### src/rtl/edabk_tx_buffer.sv
// Host-side FIFO feeding edabk_transmitter one frame at a time on bclk.
// Optional watchdog on the WAIT state: define EDABK_TX_BUFFER_WATCHDOG_EN.
module edabk_tx_buffer #(
  parameter int DATA_WIDTH     = 8,
  parameter int FIFO_DEPTH     = 8,
  parameter int ADDR_WIDTH     = $clog2(FIFO_DEPTH),
  parameter int TIMEOUT_CYCLES = 64
) (
  input  logic                  bclk,
  input  logic                  reset_n,
  input  logic                  wr_valid,
  input  logic [DATA_WIDTH-1:0] wr_data,
  output logic                  wr_ready,
  output logic                  tx_start,
  output logic [DATA_WIDTH-1:0] tx_data,
  input  logic                  tx_finish,
  output logic                  busy,
  output logic [ADDR_WIDTH:0]   count,
  output logic                  tx_timeout,
  output logic [1:0]            dbg_state
);

  // Handshake: a word moves on a rising bclk edge where wr_valid && wr_ready;
  // wr_ready is !full and does not look at wr_valid or at a same-cycle pop.

  typedef enum logic [1:0] {
    S_IDLE   = 2'd0,
    S_LAUNCH = 2'd1,
    S_WAIT   = 2'd2
  } state_t;

  localparam logic [ADDR_WIDTH:0] DEPTH_C = (ADDR_WIDTH+1)'(FIFO_DEPTH);

  if ((FIFO_DEPTH < 2) || ((FIFO_DEPTH & (FIFO_DEPTH - 1)) != 0) || (TIMEOUT_CYCLES < 1))
  begin : g_cfg_check
    $error("edabk_tx_buffer: FIFO_DEPTH must be a power of two >= 2, TIMEOUT_CYCLES >= 1");
  end

  state_t                r_state;
  state_t                w_next;
  logic [DATA_WIDTH-1:0] r_mem [FIFO_DEPTH];
  logic [ADDR_WIDTH-1:0] r_wr_ptr;
  logic [ADDR_WIDTH-1:0] r_rd_ptr;
  logic [ADDR_WIDTH:0]   r_count;
  logic                  r_tx_start;
  logic [DATA_WIDTH-1:0] r_tx_data;
  logic                  w_full;
  logic                  w_empty;
  logic                  w_push;
  logic                  w_pop;

  assign w_full  = (r_count == DEPTH_C);
  assign w_empty = (r_count == '0);
  assign w_push  = wr_valid && !w_full;

`ifdef EDABK_TX_BUFFER_WATCHDOG_EN
  localparam int WD_W = $clog2(TIMEOUT_CYCLES + 1);
  localparam logic [WD_W-1:0] WD_LAST = WD_W'(TIMEOUT_CYCLES - 1);

  logic [WD_W-1:0] r_wd_cnt;
  logic            r_tx_timeout;
  logic            w_expire;
`endif

  always_comb begin
    w_next = r_state;
    w_pop  = 1'b0;
`ifdef EDABK_TX_BUFFER_WATCHDOG_EN
    w_expire = 1'b0;
`endif
    case (r_state)
      S_IDLE: begin
        if (!w_empty) begin
          w_pop  = 1'b1;
          w_next = S_LAUNCH;
        end
      end
      S_LAUNCH: w_next = S_WAIT;
      S_WAIT: begin
        // A finish landing on the expiry cycle counts as normal completion.
        if (tx_finish) begin
          w_next = S_IDLE;
        end
`ifdef EDABK_TX_BUFFER_WATCHDOG_EN
        else if (r_wd_cnt == WD_LAST) begin
          w_expire = 1'b1;
          w_next   = S_IDLE;
        end
`endif
      end
      default: w_next = S_IDLE;
    endcase
  end

  always_ff @(posedge bclk or negedge reset_n) begin
    if (!reset_n) begin
      r_state    <= S_IDLE;
      r_wr_ptr   <= '0;
      r_rd_ptr   <= '0;
      r_count    <= '0;
      r_tx_start <= 1'b0;
      r_tx_data  <= '0;
    end else begin
      r_state <= w_next;
      // Start pulse is the registered image of LAUNCH: high in the first WAIT cycle.
      r_tx_start <= (r_state == S_LAUNCH);
      if (w_push) r_wr_ptr <= r_wr_ptr + 1'b1;
      if (w_pop) begin
        r_rd_ptr  <= r_rd_ptr + 1'b1;
        r_tx_data <= r_mem[r_rd_ptr];
      end
      case ({w_push, w_pop})
        2'b10:   r_count <= r_count + 1'b1;
        2'b01:   r_count <= r_count - 1'b1;
        default: r_count <= r_count;
      endcase
    end
  end

  always_ff @(posedge bclk) begin
    if (w_push) r_mem[r_wr_ptr] <= wr_data;
  end

`ifdef EDABK_TX_BUFFER_WATCHDOG_EN
  always_ff @(posedge bclk or negedge reset_n) begin
    if (!reset_n) begin
      r_wd_cnt     <= '0;
      r_tx_timeout <= 1'b0;
    end else begin
      r_tx_timeout <= w_expire;
      if (r_state == S_LAUNCH) r_wd_cnt <= '0;
      else if (r_state == S_WAIT) r_wd_cnt <= r_wd_cnt + 1'b1;
    end
  end

  assign tx_timeout = r_tx_timeout;
`else
  assign tx_timeout = 1'b0;
`endif

  assign wr_ready  = !w_full;
  assign tx_start  = r_tx_start;
  assign tx_data   = r_tx_data;
  assign busy      = (r_state != S_IDLE) || !w_empty;
  assign count     = r_count;
  assign dbg_state = r_state;

endmodule
### config.mk
export PLATFORM = sky130hd
export DESIGN_NAME = edabk_tx_buffer
export DESIGN_NICKNAME = d
export VERILOG_FILES = /design/src/rtl/edabk_tx_buffer.sv
export SDC_FILE = /design/constraint.sdc
export NUM_CORES = 1
export LEC_CHECK = 0
export CAP_MARGIN = 20
export CORE_ASPECT_RATIO = 0.5
export CORE_MARGIN = 10
export CORE_UTILIZATION = 40
export CTS_BUF_LIST = sky130_fd_sc_hd__clkbuf_8
export CTS_CLUSTER_DIAMETER = 40
export DETAILED_ROUTE_END_ITERATION = 12
export GPL_TIMING_DRIVEN = 0
export SKIP_LAST_GASP = 1
export SLEW_MARGIN = 10
export SYNTH_ARGS = -nofsm -noshare
export SYNTH_HDL_FRONTEND = slang
export SYNTH_SLANG_ARGS = --single-unit
### constraint.sdc
create_clock -name bclk -period 4.1 [get_ports bclk]
set_input_delay 0.82 -clock bclk [delete_from_list [all_inputs] [get_ports bclk]]
set_output_delay 0.82 -clock bclk [all_outputs]
set_load 0.005 [all_outputs]
Word level (Yosys, flattened, before mapping)
Memories as Yosys holds them, arrays and structs flattened. A register that Yosys moved wholly into a read port is not among the register bits.
Index checks and enable logic that the tools add are counted.
Storage, ports and cells
  input bits: 12
  memories kept: 1
  RAM bits: 64
  register bits: 13
  word-level logic and storage cells: 35
  output and inout port bits: 18
Cells by class
  mux-type cells: 8
  equal/unequal tests: 7
  add/subtract/negate cells: 4
  reductions and logical operators: 10
Memory list
  r_mem: depth 8, width 8, read ports 1, clocked after Yosys merged registers in 1, write ports 1, RTL line 41  | logic [DATA_WIDTH-1:0] r_mem [FIFO_DEPTH];
Operators by type and width (count)
  4-bit one-hot mux with 2 select lines: 1
  3-bit by 1-bit adder with 3-bit output (second input constant): 2
  2-bit one-hot mux with 3 select lines: 1
  4-bit by 1-bit adder with 4-bit output (second input constant): 1
  2-bit by 1-bit == test with 1-bit output (second input constant): 2
  2-bit == test (second input constant): 2
  4-bit == test (second input constant): 1
  4-bit logical NOT: 1
  1-bit two-way mux: 4
  2-bit two-way mux: 2
  2-bit != test (second input constant): 2
  2-bit nonzero test: 2
  4-bit by 1-bit subtractor with 4-bit output (second input constant): 1
  1-bit logical NOT: 3
  2-bit logical NOT: 1
  2-bit AND reduction: 1
  1-bit logical AND: 1
  1-bit logical OR: 1

Longest topological paths before layout
  depth after elaboration: 5
  mapped depth: 12
  depth with buffers taken out: 10

Worst setup path before layout
OpenSTA, ideal clock, no wires.
  path kind: flip-flop to flip-flop
  start: reg r_count[2], in the netlist count[2]
  end: reg r_count[2], in the netlist count[2]
  clock period less this slack: 2.319 ns
  library setup time: 0.128 ns
  data required time: 3.972 ns
  stages on the path, launching flop included: 12
  setup slack: 1.781 ns
  arrival time: 2.191 ns
  cells stage by stage: dfrtp_1 nor4_1 nand2b_1 inv_1 buf_2 ha_1 xor2_1 ha_1 a21oi_1 xor2_1 nor2_1 xor2_1
On the way
  cells in the longest elaborated chain, start to end: 5
  elaborated cells on any way between the ends: 12
  classes of those cells: 2 x add/sub; 3 x eq/ne; 3 x mux; 4 x reduce/logical
Ends and longest elaborated chain
  from (decl): RTL line 44  | logic [ADDR_WIDTH:0] r_count;
  from (signal assigned): RTL line 113  | 2'b10: r_count <= r_count + 1'b1;
  from (signal assigned): RTL line 114  | 2'b01: r_count <= r_count - 1'b1;
  from (signal assigned): RTL line 115  | default: r_count <= r_count;
  4-bit logical NOT *: RTL line 53  | assign w_empty = (r_count == '0);
  1-bit two-way mux *: RTL line 73  | if (!w_empty) begin
  1-bit two-way mux *: RTL line 71  | case (r_state)
  named net w_pop: RTL line 50  | logic w_pop;
  2-bit by 1-bit == test with 1-bit output / 2-bit == test (equally long branches): RTL line 112  | case ({w_push, w_pop})
  4-bit one-hot mux with 2 select lines / 2-bit nonzero test (equally long branches)
Mark *: on every way through the listed nets, which the timed path passes. The rest lies on a longest branch.
A chain may end at the register's enable or synchronous reset.

Worst setup path in the final report
  start: reg r_count[2], in the netlist count[2]
  end: out wr_ready
On the way
  cells in the longest elaborated chain, start to end: 2
Ends and longest elaborated chain
  4-bit == test: RTL line 52  | assign w_full = (r_count == DEPTH_C);
  1-bit logical NOT: RTL line 141  | assign wr_ready = !w_full;
  to (decl): RTL line 13  | output logic wr_ready,
No other way between the ends.

==> reports/metrics.csv <==
stage;metric;value;unit
outcome;status;completed;
worst_hold_path;min_path_type;reg -> reg;
critical_path;r2r_cells;11;
timing;holdWs;482;ps
timing;skew;10.2;ps
global_route;grt_pass1_vias;1935;
floorplanning;fp.coreArea;0.00820;sq mm
route;route.detailed.drc;0;
finish;fillers;706;
route;vias;1942;
timing;min_period_over_period;0.660;
cts;clk_latency;350;ps
route;antenna_left;0;
global_route;grt_usage;0.117;
job;max_cap_viol_count;0;
global_route;grt_pass1_wl;11100;um
critical_path;critPathKind;reg -> out;
floorplanning;die-width;151;um
critical_path;cp-end-kind;output pin;
global_route;grt_start_max_net_pins;22;
power_and_ir_drop;leakagePower;1.58;nW
power_and_ir_drop;p_int;2.06;mW
critical_path;required;3280;ps
floorplanning;ios;30;
finish;instances_no_fill;385;
critical_path;slowest_delay;610;ps
power_and_ir_drop;p_seq_frac;0.410;
power_and_ir_drop;power_density;744;mW/mm^2
timing;slew_violations;0;
synth;yosysUniqueCellTypes;32;
synth;yosys_warnings;0;
floorplanning;die-area;0.0130;sq mm
finish;antennaDiodeCount;0;
placement;dp_cells;368;
cts;cts_hold_buf;0;
route;post_drt_wl_per_cell;18.9;um
timing;finalCriticalPeriod;2710;ps
finish;nets;285;
synth;ys_seq_area_frac;0.709;
finish;final_common_cell;edfxtp_1;
timing;setup_viol;0;
synth;synth.ff_latch_count;85;
finish;drive_gt1_frac;0.106;
power_and_ir_drop;p_clk_frac;0.220;
cts;cts_num_sinks;85;
finish;final_cell_mix;64 x edfxtp_1, 32 x mux2i_1, 28 x clkdlybuf4s50_1;
finish;syn_to_final_growth;19.5;%
timing;finalSetupTns;0;ps
cts;post_cts_buffers;0;
route;drt_iter0_markers;112;
critical_path;crit_path_max_fanout;7;
critical_path;critPathSlowestCell;or4b_4;
cts;cts_buffer_depth;2;
placement;place_congestion;0.748;
critical_path;start_kind;register;
timing;slew_headroom;0.320;
timing;rsz0062_at_grt;false;
cts;cts_tree;done;
timing;final-hold-violation-count;0;
floorplanning;rows;23;
cts;cts.reportedPaths.clkPinSlew;90;ps
floorplanning;initial_utilization;0.421;
placement;hpwl;4680;um
critical_path;cp_data_arrival_time;1890;ps
synth;synth_area;0.00345;sq mm
cts;cts_made_buffers;9;
finish;final_util;0.503;
power_and_ir_drop;pwr-share-comb;0.370;
critical_path;crit_chain;or4b_4 > clkdlybuf4s50_1;
synth;syn-num-nets;245;
route;first_pass_iters;5;
route;vias_per_cell;5.04;
synth;netlist_instances;228;
placement;portBuffers;28;
route;routed_wl;7260;um
power_and_ir_drop;ir_drop;320;uV
timing;fmax;370;MHz
cts;cts_resized;0;
floorplanning;die_height;85.7;um
cts;cts_root_buf;clkbuf_8;
power_and_ir_drop;swShare;0.329;
timing;worst-slew-pin-transition;1020;ps
power_and_ir_drop;p_sw;1.01;mW
synth;syn_area_per_cell;15.1;sq um
worst_hold_path;hold_path_depth;2;
global_route;overflow;0;
cts;htree_num_levels;3;
global_route;antenna_found_initial;0;
==> metrics by stage <==
step / instance area [sq um] / setup WS (ps) / power [mW]
3_5_place_dp: 3880 / 1210 / 2.43
3_3_place_gp: 3870 / 803 / 2.38
4_1_cts: 4110 / 1350 / 3.10
2_1_floorplan: 3450 / 1780 / 1.98
5_1_grt: 4130 / 1270 / 3.26
6_report: 4130 / 1390 / 3.07
==> layout make-up <==
| type | count | area [sq um] | area share |
|---|---|---|---|
| timing repair buffer | 29 | 295 | 0.0715 |
| sequential | 85 | 2450 | 0.593 |
| clock inverter | 7 | 105 | 0.0255 |
| tap | 112 | 140 | 0.0339 |
| inverter | 2 | 7.51 | 0.00182 |
| buffer | 11 | 65.1 | 0.0158 |
| multi-input combinational | 130 | 943 | 0.229 |
| clock buffer | 9 | 124 | 0.0300 |
==> logic make-up after synthesis <==
kind of cell / synth area share
AO/OA/AOI/OAI: 0.0431
XOR/XNOR: 0.0203
adder cells (fa/ha/maj): 0.0181
buffers and inverters: 0.0210
flip-flops: 0.709
multiplexers: 0.100
other: 0.00109
AND/OR/NAND/NOR: 0.0873
==> power by group through the flow <==
stage	registers, mW	clock network [mW]	logic [mW]
2_1_floorplan	1.26	0	0.715
3_3_place_gp	1.27	0	1.12
3_5_place_dp	1.28	0	1.15
4_1_cts	1.26	0.688	1.15
5_1_grt	1.29	0.726	1.25
6_report	1.26	0.675	1.13
==> layer usage <==
metal	vias up	global-route usage	wire, um
li1	921	-	-
met1	961	0.151	3400
met2	56	0.174	3290
met3	4	0.0425	494
met4	0	0.0452	82
met5	-	0	0
==> cells in the mapped netlist <==
master / n / share of area
ha_1: 5 / 0.018
nor3b_1: 1 / 0.0022
o21ai_0: 1 / 0.0014
or4b_4: 1 / 0.0040
buf_6: 1 / 0.0033
a22oi_1: 16 / 0.035
buf_1: 3 / 0.0033
and2_1: 1 / 0.0018
or2_4: 1 / 0.0025
nor4_1: 1 / 0.0018
nor3_1: 2 / 0.0029
mux2_4: 1 / 0.0043
dfrtp_1: 21 / 0.15
nor2_1: 10 / 0.011
buf_2: 4 / 0.0058
mux2_2: 1 / 0.0033
xnor2_1: 5 / 0.013
xor2_1: 3 / 0.0076
conb_1: 1 / 0.0011
and4bb_2: 1 / 0.0036
nand2_4: 1 / 0.0033
a21oi_1: 2 / 0.0029
buf_4: 3 / 0.0065
nand2b_1: 4 / 0.0072
inv_1: 2 / 0.0022
nor2b_1: 3 / 0.0054
nand2_1: 25 / 0.027
o22ai_1: 1 / 0.0018
edfxtp_1: 64 / 0.56
a21o_1: 1 / 0.0022
nand3_1: 10 / 0.014
mux2i_1: 32 / 0.093
==> flip-flops by register name, indices dropped and copies added (netlist names) <==
register,flops
tx_data,8
r_rd_ptr,3
r_mem,64
dbg_state,2
r_wr_ptr,3
tx_start,1
count,4
==> final timing paths <==
kind | from | to | slack (ps)
setup reg to reg | count[2]$_DFFE_PN0P_ | count[2]$_DFFE_PN0P_ | 1490
hold reg to reg | tx_data[6]$_DFFE_PN0P_ | tx_data[6]$_DFFE_PN0P_ | 480
max in group asynchronous | reset_n | tx_data[2]$_DFFE_PN0P_ | 2770
hold / removal | tx_data[6]$_DFFE_PN0P_ | tx_data[6]$_DFFE_PN0P_ | 480
min in group asynchronous | reset_n | count[0]$_DFFE_PN0P_ | 840
setup / recovery | count[2]$_DFFE_PN0P_ | wr_ready | 1390
==> worst max-delay path, delay by kind of cell (launching register included) <==
| family | cells | cell delay, ps |
|---|---|---|
| buf+inv | 1 | 470 |
| flops | 1 | 460 |
| simple gates | 1 | 610 |
Power figures use the tool's default switching activity.
